### src/rtl/chip8_mem_pkg.sv
// Shared constants and types for the Chip-8 memory port arbiter.
//   REQ_LD / REQ_CPU / REQ_DBG : requester indices (loader, CPU core, debug host)
//   NREQ                       : number of requesters
//   PROT_LIMIT                 : lowest writable address (font/interpreter area below)
//   state_e                    : arbiter lock state
package chip8_mem_pkg;
  localparam int REQ_LD  = 0;
  localparam int REQ_CPU = 1;
  localparam int REQ_DBG = 2;
  localparam int NREQ    = 3;

  localparam logic [11:0] PROT_LIMIT = 12'h200;

  typedef enum logic {
    IDLE   = 1'b0,
    LOCKED = 1'b1
  } state_e;
endpackage

### src/rtl/mem_arb_pick.sv
// Combinational grant selection.
//   req      : per-requester request
//   last_dbg : 1 = DBG was served last among CPU/DBG, 0 = CPU was
//   locked   : bus is locked to owner
//   owner    : one-hot lock owner (valid when locked)
//   gnt      : one-hot (or zero) grant
module mem_arb_pick (
  input  logic [2:0] req,
  input  logic       last_dbg,
  input  logic       locked,
  input  logic [2:0] owner,
  output logic [2:0] gnt
);
  import chip8_mem_pkg::*;

  always_comb begin
    gnt = '0;
    if (locked) begin
      gnt = req & owner;
    end else if (req[REQ_LD]) begin
      gnt[REQ_LD] = 1'b1;
    end else if (req[REQ_CPU] && req[REQ_DBG]) begin
      // Tie between CPU and DBG: whoever was not served last wins.
      if (last_dbg) gnt[REQ_CPU] = 1'b1;
      else          gnt[REQ_DBG] = 1'b1;
    end else if (req[REQ_CPU]) begin
      gnt[REQ_CPU] = 1'b1;
    end else if (req[REQ_DBG]) begin
      gnt[REQ_DBG] = 1'b1;
    end
  end
endmodule

### src/rtl/mem_arbiter.sv
// Shares the Chip-8 memory port A between loader (0), CPU (1) and debug (2).
//   clk, reset              : clock, synchronous active-high reset
//   req/we/lock [2:0]       : per-requester request, write flag, bus lock
//   addr [3*ADDR_W]         : per-requester address, slice n = addr[n*ADDR_W +: ADDR_W]
//   wdata [3*DATA_W]        : per-requester write data
//   gnt [2:0]               : one-hot grant; access accepted when req[n] & gnt[n]
//   rvalid [2:0], rdata     : read response one cycle after an accepted read
//   wr_err [2:0]            : pulse one cycle after an accepted write below PROT_LIMIT
//   mem_en/mem_write/mem_addr/mem_wdata/mem_rdata : memory port
//   dbg_state               : current lock state
// Handshake: a requester raises req with we/addr/wdata/lock and holds
// req/we/addr/wdata stable until the cycle where gnt[n] is high; that cycle
// is the transfer. Read data follows exactly one cycle later with rvalid[n].
module mem_arbiter #(
  parameter int          ADDR_W     = 12,
  parameter int          DATA_W     = 8,
  parameter logic [ADDR_W-1:0] PROT_LIMIT = chip8_mem_pkg::PROT_LIMIT
) (
  input  logic                  clk,
  input  logic                  reset,
  input  logic [2:0]            req,
  input  logic [2:0]            we,
  input  logic [3*ADDR_W-1:0]   addr,
  input  logic [3*DATA_W-1:0]   wdata,
  input  logic [2:0]            lock,
  output logic [2:0]            gnt,
  output logic [2:0]            rvalid,
  output logic [DATA_W-1:0]     rdata,
  output logic [2:0]            wr_err,
  output logic                  mem_en,
  output logic                  mem_write,
  output logic [ADDR_W-1:0]     mem_addr,
  output logic [DATA_W-1:0]     mem_wdata,
  input  logic [DATA_W-1:0]     mem_rdata,
  output chip8_mem_pkg::state_e dbg_state
);
  import chip8_mem_pkg::*;

  state_e     state_q, state_d;
  logic [2:0] owner_q, owner_d;
  logic       last_dbg_q, last_dbg_d;
  logic [2:0] rd_owner_q, rd_owner_d;
  logic [2:0] wr_flag_q, wr_flag_d;
  logic [2:0] pick_gnt;

  mem_arb_pick u_pick (
    .req      (req),
    .last_dbg (last_dbg_q),
    .locked   (state_q == LOCKED),
    .owner    (owner_q),
    .gnt      (pick_gnt)
  );

  assign gnt    = reset ? 3'b000 : pick_gnt;
  assign mem_en = |gnt;

  // Memory port mux of the granted requester.
  always_comb begin
    mem_write = 1'b0;
    mem_addr  = '0;
    mem_wdata = '0;
    for (int n = 0; n < NREQ; n++) begin
      if (gnt[n]) begin
        mem_write = we[n];
        mem_addr  = addr[n*ADDR_W +: ADDR_W];
        mem_wdata = wdata[n*DATA_W +: DATA_W];
      end
    end
  end

  always_comb begin
    state_d    = state_q;
    owner_d    = owner_q;
    last_dbg_d = last_dbg_q;
    if (gnt[REQ_CPU]) last_dbg_d = 1'b0;
    if (gnt[REQ_DBG]) last_dbg_d = 1'b1;
    case (state_q)
      IDLE: begin
        if ((gnt & lock) != 3'b000) begin
          state_d = LOCKED;
          owner_d = gnt;
        end
      end
      LOCKED: begin
        // The owner's last access is still granted this cycle; release at the edge.
        if ((owner_q & lock & req) == 3'b000) begin
          state_d = IDLE;
          owner_d = '0;
        end
      end
      default: state_d = IDLE;
    endcase
    rd_owner_d = gnt & ~we;
    wr_flag_d  = '0;
    if (mem_write && (mem_addr < PROT_LIMIT)) wr_flag_d = gnt;
  end

  always_ff @(posedge clk) begin
    if (reset) begin
      state_q    <= IDLE;
      owner_q    <= '0;
      last_dbg_q <= 1'b1;
      rd_owner_q <= '0;
      wr_flag_q  <= '0;
    end else begin
      state_q    <= state_d;
      owner_q    <= owner_d;
      last_dbg_q <= last_dbg_d;
      rd_owner_q <= rd_owner_d;
      wr_flag_q  <= wr_flag_d;
    end
  end

  // A response still in flight when reset asserts is suppressed immediately.
  assign rvalid    = rd_owner_q & {3{~reset}};
  assign wr_err    = wr_flag_q & {3{~reset}};
  assign rdata     = mem_rdata;
  assign dbg_state = state_q;
endmodule
### config.mk
export PLATFORM = sky130hd
export DESIGN_NAME = mem_arbiter
export DESIGN_NICKNAME = d
export VERILOG_FILES = /design/src/rtl/chip8_mem_pkg.sv /design/src/rtl/mem_arb_pick.sv /design/src/rtl/mem_arbiter.sv
export SDC_FILE = /design/constraint.sdc
export NUM_CORES = 1
export LEC_CHECK = 0
export BUFFER_PORTS_ARGS = -buffer_cell sky130_fd_sc_hd__buf_2
export CORE_ASPECT_RATIO = 0.9
export CORE_UTILIZATION = 35
export DETAILED_ROUTE_END_ITERATION = 7
export PLACE_DENSITY = 0.83
export SLEW_MARGIN = 40
export SYNTH_ARGS = -nofsm -noshare
export SYNTH_HDL_FRONTEND = slang
export SYNTH_SLANG_ARGS = --single-unit
### constraint.sdc
create_clock -name clk -period 2 [get_ports clk]
set_input_delay 0 -clock clk [delete_from_list [all_inputs] [get_ports clk]]
set_output_delay 0 -clock clk [all_outputs]
set_load 0.005 [all_outputs]
# Word level (Yosys, flattened, before mapping)
# Cells that the tools add are included.
# W data, S select, Z words.
[op_classes]
n_bitwise = 11
reduce_logical = 8
mux = 25
order_cmp = 1
div_mod_pow = 0
n_eq_ne = 2
n_addsub = 0
shift = 0
mul = 0
[op_table]
columns = ["operator", "n"]
rows = [
  ["$mux W12", 3],
  ["$mux W8", 3],
  ["$and A3 B3 Y3", 7],
  ["$lt A12 B10 Y1 const B", 1],
  ["$mux W3", 4],
  ["$mux W1", 11],
  ["$pmux W3 S2", 1],
  ["$mux W2", 2],
  ["$reduce_or A2 Y1", 2],
  ["$logic_not A3 Y1", 1],
  ["$not A1 Y1", 3],
  ["$not A3 Y3", 1],
  ["$reduce_bool A3 Y1", 1],
  ["$reduce_or A3 Y1", 1],
  ["$logic_and A1 B1 Y1", 2],
  ["$ne A2 B1 Y1 const B", 1],
  ["$ne A2 B2 Y1 const B", 1],
  ["$pmux W1 S2", 1],
  ["$reduce_and A2 Y1", 1],
]
[totals]
regBits = 11
ram_bits = 0
mem_bits_ro = 0
latchBits = 0
n_memories = 0
wordCells = 52

# Logic depth before layout (Yosys ltp)
# Gate-level depths: netlist of the first run.
[logic_depth]
ltp_word = 13
depth_mapped = 9
depth_no_buf = 7

# Hierarchy
# Synthesis of the first run repeated with hierarchy kept, for this count alone.
[unflattened]
cells_unflattened = 147
hier_area_um2 = 1018.5
[modules_own_cells]
columns = ["mod", "area_each_um2", "n_inst", "seq_area_each_um2", "cells_per_inst"]
rows = [
  ["mem_arbiter", 963.4, 1, 220.2, 137],
  ["mem_arb_pick", 55.1, 1, 0.0, 10],
]

# Least setup slack after synthesis of the first run
# No wires, ideal clock.
[synth_timing]
kind = "reg-to-reg"
start = "register state_q (netlist: dbg_state)"
end = "register wr_flag_q[1]"
stages_incl_launch_ff = 7
synth_period_minus_slack_ns = 1.641
setup_time_ns = 0.087
t_arrival_ns = 1.554
n_path_buf = 1
slack_ns = 0.359
cell_sequence = "dfxtp_1 > buf_6 > and2_1 > o21a_4 > a2111oi_2 > o32ai_2 > nor4b_2"
[synth_via]
elab_chain_cells = 9
elab_cells_between_ends = 12
classes_between = "order compare (1); mux (8); bitwise (1); reduce/logical (2)"
[synth_lines]
columns = ["item", "line", "source"]
rows = [
  ["start: declaration", "mem_arbiter.sv:39", "state_e state_q, state_d;"],
  ["start signal: assignment", "mem_arbiter.sv:106", "state_q <= state_d;"],
  ["$mux W3 *", "mem_arb_pick.sv:18", "if (locked) begin"],
  ["$mux W3 *", "mem_arbiter.sv:54", "assign gnt = reset ? 3'b000 : pick_gnt;"],
  ["$mux W12 (3 in a row)", "mem_arbiter.sv:63", "if (gnt[n]) begin"],
  ["$lt A12 B10 Y1", "mem_arbiter.sv:95", "if (mem_write && (mem_addr < PROT_LIMIT)) wr_flag_d = gnt;"],
  ["$logic_and A1 B1 Y1", "mem_arbiter.sv:95", ""],
  ["$not A1 Y1 (no line)", "n/a", ""],
  ["$reduce_or A2 Y1 (no line)", "n/a", ""],
  ["end signal: assignment", "mem_arbiter.sv:110", "wr_flag_q <= wr_flag_d;"],
  ["end: declaration", "mem_arbiter.sv:43", "logic [2:0] wr_flag_q, wr_flag_d;"],
]
# Mark *: on every way between the ends. The rest lies on a longest branch, timed or not.
# A chain may end at the register's enable or synchronous reset.

# Worst setup path in the final report of the first run
[layout_timing]
start = "register last_dbg_q"
end = "output mem_addr[6]"
[layout_via]
elab_chain_cells = 7
elab_cells_between_ends = 8
classes_between = "mux (8)"
[layout_lines]
columns = ["item", "line", "source"]
rows = [
  ["start: declaration", "mem_arbiter.sv:41", "logic last_dbg_q, last_dbg_d;"],
  ["start signal: assignment", "mem_arbiter.sv:108", "last_dbg_q <= last_dbg_d;"],
  ["$mux W1", "mem_arb_pick.sv:24", "if (last_dbg) gnt[REQ_CPU] = 1'b1;"],
  ["$mux W2 *", "mem_arb_pick.sv:22", "end else if (req[REQ_CPU] && req[REQ_DBG]) begin"],
  ["$mux W2 *", "mem_arb_pick.sv:20", "end else if (req[REQ_LD]) begin"],
  ["$mux W3 *", "mem_arb_pick.sv:18", ""],
  ["$mux W3 *", "mem_arbiter.sv:54", ""],
  ["$mux W12", "mem_arbiter.sv:63", ""],
  ["$mux W12 *", "mem_arbiter.sv:63", ""],
  ["end: declaration", "mem_arbiter.sv:32", "output logic [ADDR_W-1:0] mem_addr,"],
]
# Marks and branches as above.

==> impl_metrics.yaml, run 1 <==
outcome:
  status: "completed"
die:
  die_area_mm2: 0.00338
  dieHeight_um: 55.2
  core_area_mm2: 0.00286
  rows: 18
  initial_core_util_pct: 38.5
  ios: 119
  dieWidth_um: 61.2
clock_network:
  cts_buffers: 3
  clockRootBuffer: "clkbuf_4"
  clock_latency_ns: 0.27
  cts.sinks: 11
  cts_tree: "built"
  path_clk_slew_ns: 0.06
  htree_levels: 1
  cts_buffer_depth: 2
setup_path:
  critPathKind: "flop to output port"
  crit_path_end_kind: "output port"
  worstPathMaxFanout: 12
  crit_path_max_incr_delay_ns: 0.34
  crit_arrival_ns: 1.87
  crit_chain: "nor2b_1 > o31a_1 > nor2_2 > buf_4 > a221oi_1 > nor2_1 > buf_2"
  required_ns: 2.00
  crit_slowest_cell: "dfxtp_1"
  critPathLaunchType: "flop"
finish:
  nFillCells: 284
  final_area_mm2: 0.00172
  multi_input_area_um2: 752
  final_common_cell: "buf_2"
  nets: 331
  fin_cells: 291
  n_antenna_cell: 0
  area_delta_synth_final_pct: 56.2
  mostFrequentLayoutCells: "102 x buf_2, 38 x nor2_1, 15 x a221oi_1"
  drive_gt1_share_pct: 52.6
  final-seq-area_um2: 221
timing:
  fmax_ghz: 0.533
  fin_worst_skew_ns: 0.00204
  setup_viol: 0
  maxSlewViolCount: 0
  worst_slew_pin_slew_ns: 0.403
  timing.final.crit_share_pct: 93.7
  hold_viol_final: 0
  slew_headroom_pct: 73.1
  min_period_ns: 1.87
route:
  wirelength_um: 3750
  vias: 1475
  drc: 0
  drtAntennaViolNets: 0
  drtPass1Iterations: 4
  drtIter0Drc: 70
  wl_per_cell_um: 12.9
  avgViaCountPerCell: 5.07
power:
  pwr-share-comb_pct: 44.0
  p_per_area_mw_per_mm2: 405
  p_leak_nw: 0.926
  p_int_mw: 0.470
  p_clk_share_pct: 21.6
  swShare_pct: 32.7
  vdd_ir_drop_max_uv: 400
  p_seq_share_pct: 34.4
  p_switching_mw: 0.228
synthesis:
  ys_types: 38
  synth_top_area_share_pct: 20.0
  yosysWarnings: 0
  synthTopCellsByArea: "dfxtp_1 20%, a221oi_1 14%, nor2_1 13%"
  synth_seq_cells: 11
  synth.avg_cell_area_um2: 7.45
  synthFlopType: "dfxtp_1"
  synth_edf_count: 0
  syn_nets: 227
  ys_seq_area_share_pct: 20.0
  syn_area_mm2: 0.00110
  async_reset_ff_share_pct: 0
  yosysTopAreaCell: "dfxtp_1"
  synthCells: 148
global_routing:
  top_usage_layer: "met2"
  use_met1_pct: 23.7
  grt_remaining_overflow: 0
  use_met2_pct: 41.1
  grt_antenna_before_repair: 0
  grt_pass1_vias: 1357
  grt_util_all_layers_pct: 21.5
  grtUsageMet3_pct: 5.85
  grt_max_degree: 20
  grt_pass1_wl_um: 5590
worst_hold_path:
  hold_path_class: "primary input to output port"
place:
  place_congestion: 0.958
  dp.final_hpwl_um: 2940
  placed_cell_area_mm2: 0.00160
  io_buffers: 102
  placed_cells: 280
run:
  max-cap-violations: 0
[what timing repair did]
item / CTS / global route
resized for setup: 1 / 6
hold buffers: 5 / 0
endpoints found under the setup margin: 4 / 18
buffers inserted: 0 / 2
endpoints found under the hold margin: 4 / 0
pin swaps: 0 / 1
[area by class of cell]
class | count | share of cell area, %
Clock buffer | 4 | 1.53
Inverter | 8 | 1.89
Multi-Input combinational cell | 111 | 43.7
Sequential cell | 11 | 12.9
Tap cell | 40 | 2.91
Timing Repair Buffer | 117 | 37.1
[through the flow]
stage	TNS (ns)	hold WS, ns	setup WS, ns	power (mW)	util, %
2_1_floorplan	0	0.0724	0.359	0.397	-
3_3_place_gp	0	0.0000346	0.211	0.525	55.9
3_5_place_dp	0	0.0000346	0.100	0.529	55.9
4_1_cts	0	0.0000346	0.0534	0.688	58.7
5_1_grt	-0.0288	0.00000900	-0.0148	0.747	60.2
6_report	0	0.00000174	0.125	0.698	60.2
[final timing paths]
kind | start | end | slack [ns] | depth (start not counted)
min | mem_rdata[2] | rdata[2] | 0.000002 | 0
max | last_dbg_q | mem_addr[6] | 0.13 | 7
max reg2reg | last_dbg_q | owner_q[1] | 0.20 | 6
min reg2reg | owner_q[2] | owner_q[2] | 0.50 | 1
[cell usage after synthesis, types with 2 or more instances]
master,number
nor2_1,39
a221oi_1,17
dfxtp_1,11
nor2b_1,11
buf_4,9
inv_1,6
buf_2,5
nand3_1,5
a32o_1,4
nand2_1,4
and2_1,3
nor3_1,3
a21oi_1,2
buf_6,2
inv_2,2
mux2_4,2
or3_1,2
[worst max-delay path, delay by kind of cell (launching register included)]
family / cells / cell delay, ns
AOI/OAI and AO/OA: 2 / 0.56
buffers and inverters: 2 / 0.32
DFF: 1 / 0.34
and+or+nand+nor: 3 / 0.38
[cell families (layout without fill, tap and decap cells)]
group                  count (synthesis)  count (layout)  share of synthesized area (%)
AO/OA/AOI/OAI                         36              36                           30.6
buffers and inverters                 26             129                           13.8
multiplexers                           2               2                           2.72
flip-flops                            11              11                           20.0
AND/OR/NAND/NOR                       73              73                           32.8
[layer usage]
| metal | part of all wire (%) | up-vias |
|---|---|---|
| met1 | 40 | 649 |
| li1 | - | 741 |
| met3 | 8.8 | 0 |
| met4 | 0 | 0 |
| met5 | 0 | - |
| met2 | 51 | 85 |
[power groups by stage]
stage / Sequential, mW / Combinational [mW] / Clock (mW)
after floorplan: 0.238 / 0.159 / 0
after global placement: 0.243 / 0.282 / 0
after detailed placement: 0.243 / 0.286 / 0
after CTS: 0.238 / 0.295 / 0.155
after global routing: 0.241 / 0.340 / 0.166
final: 0.240 / 0.307 / 0.151
[state kept, by name (all words and copies together), names as in the netlist]
signal and count:
owner_q 3, rd_owner_q 3, wr_flag_q 3, dbg_state 1, last_dbg_q 1
No activity file was read; power rests on OpenSTA's default activity.
==> run 2: changes to the inputs <==
==> constraint.sdc (replaced) <==
create_clock -name clk -period 2 [get_ports clk]
set_input_delay 0.4 -clock clk [delete_from_list [all_inputs] [get_ports clk]]
set_output_delay 0.4 -clock clk [all_outputs]
set_load 0.005 [all_outputs]
==> impl_metrics.yaml, run 2 (synthesis gave the netlist of run 1 again) <==
timing:
  setup_viol: 23
  fmax_ghz: 0.440
  rsz0062_at_grt: "true"
  hold_viol_final: 0
  maxSlewViolCount: 0
  timing.final.crit_share_pct: 114
  slew_headroom_pct: 74.9
  final.setup.worst_slack_ns: -0.271
  holdWs_ns: 0.312
  worst_slew_pin_slew_ns: 0.377
  fin_worst_skew_ns: 0.00685
  min_period_ns: 2.27
route:
  wl_per_cell_um: 15.4
  drtAntennaViolNets: 0
  avgViaCountPerCell: 5.24
  vias: 1641
  drtPass1Iterations: 4
  drc: 0
  drtIter0Drc: 43
  wirelength_um: 4810
finish:
  final_area_mm2: 0.00219
  nets: 353
  mostFrequentLayoutCells: "99 x buf_2, 34 x nor2_1, 22 x buf_4"
  fin_cells: 313
  n_antenna_cell: 0
  reg_top3: "owner_q: 3 flops, rd_owner_q: 3 flops, wr_flag_q: 3 flops"
  nFillCells: 212
  area_delta_synth_final_pct: 98.4
  drive_gt1_share_pct: 67.0
  final_common_cell: "buf_2"
place:
  placed_cells: 298
  io_buffers: 102
  place_congestion: 0.896
  pre_cts_ws_ns: -0.0895
  placed_cell_area_mm2: 0.00179
  dp.final_hpwl_um: 3220
setup_path:
  required_ns: 1.60
  critPathLaunchType: "flop"
  critPathKind: "flop to output port"
  crit_slowest_cell: "dfxtp_4"
  worst_r2r_path_depth: 8
  crit_path_end_kind: "output port"
  worstPathMaxFanout: 17
  rr_endpoint: "owner_q[1]"
  crit_chain: "buf_6 > nor2b_4 > and3b_2 > buf_12 > a221oi_1 > nor2_1 > buf_2"
  crit_path_max_incr_delay_ns: 0.41
  crit_arrival_ns: 1.87
  r2r_setup_slack_ns: 0.06
  rr_startpoint: "dbg_state"
die:
  dieWidth_um: 61.2
  rows: 18
  core_area_mm2: 0.00286
  initial_core_util_pct: 38.5
  die_area_mm2: 0.00338
  ios: 119
  dieHeight_um: 55.2
clock_network:
  cts_tree: "built"
  htree_levels: 1
  cts_buffers: 3
  ctsHoldBuffers: 0
  clockRootBuffer: "clkbuf_4"
  cts.sinks: 11
  cts_buffer_depth: 2
  clock_latency_ns: 0.27
  path_clk_slew_ns: 0.07
worst_hold_path:
  hold_start: "we[0]"
  hold_end: "rd_owner_q[0]"
  hold_path_class: "primary input to flop"
  min_path_cells: 2
global_routing:
  grt_antenna_before_repair: 0
  grt_util_all_layers_pct: 26.8
  grt_pass1_vias: 1542
  grt_max_degree: 18
  grt_remaining_overflow: 0
  grt_pass1_wl_um: 6950
outcome:
  status: "finished, violations left"
  violations: "setup timing"
power:
  vdd_ir_drop_max_uv: 329
  p_leak_nw: 1.14
  p_per_area_mw_per_mm2: 374
run:
  max-cap-violations: 0
run 2: cell count changes in the layout (fill, tap and decap cells not counted), sizes merged:
cell / change
buf: +25
clkbuf: +2
dlygate4sd3: -5
run 2: timing repair:
| action | in CTS | in global routing |
|---|---|---|
| resized for setup | 31 | 20 |
| pin swaps | 16 | 7 |
| gates cloned | 2 | 2 |
| setup buffers | 5 | 3 |
| setup endpoints to repair | 24 | 26 |
run 2: worst max path at each step:
stage | start | to | slack [ns] | depth (start not counted)
2_1_floorplan | dbg_state | mem_addr[1] | 0.04 | 9
3_3_place_gp | req[1] | mem_en | -0.05 | 8
3_5_place_dp | req[1] | mem_addr[2] | -0.09 | 9
4_1_cts | dbg_state | mem_en | -0.19 | 7
5_1_grt | dbg_state | mem_addr[1] | -0.33 | 7
6_report | dbg_state | mem_addr[1] | -0.27 | 7
run 2: where the power goes:
| group | internal, mW | switching [mW] | total, mW |
|---|---|---|---|
| Clock | 0.0772 | 0.0756 | 0.153 |
| Combinational | 0.234 | 0.190 | 0.424 |
| Sequential | 0.228 | 0.0130 | 0.241 |
run 2: worst max-delay path: cells and delay by family (launching register included):
| family | cells | cell delay (ns) |
|---|---|---|
| buffers and inverters | 3 | 0.43 |
| AO/OA/AOI/OAI | 1 | 0.29 |
| flip-flops | 1 | 0.41 |
| AND/OR/NAND/NOR | 3 | 0.47 |
run 2: area by class of cell:
type / count / area (µm²) / area share, %
multi-input cells: 111 / 906 / 41.4
inverters: 8 / 37.5 / 1.72
clock buffers: 4 / 26.3 / 1.20
repair buffers: 139 / 942 / 43.1
well taps: 40 / 50.0 / 2.29
flip-flops and latches: 11 / 225 / 10.3
run 2: metal layers:
metal / vias up / share of wire, % / wire [µm] / GRT usage, %
met5: - / 0 / 0 / 0
met4: 0 / 1.5 / 72 / 4.22
met3: 6 / 6.5 / 312 / 5.62
met2: 79 / 53 / 2560 / 50.0
met1: 766 / 39 / 1860 / 30.6
li1: 790 / - / - / -
run 2: through the flow:
step | power [mW] | util, % | setup TNS [ns]
6_report | 0.818 | 76.5 | -3.78
5_1_grt | 0.866 | 76.5 | -5.66
4_1_cts | 0.778 | 71.0 | -3.44
3_5_place_dp | 0.569 | 62.4 | -1.45
3_3_place_gp | 0.562 | 62.4 | -0.280
2_1_floorplan | 0.397 | - | 0
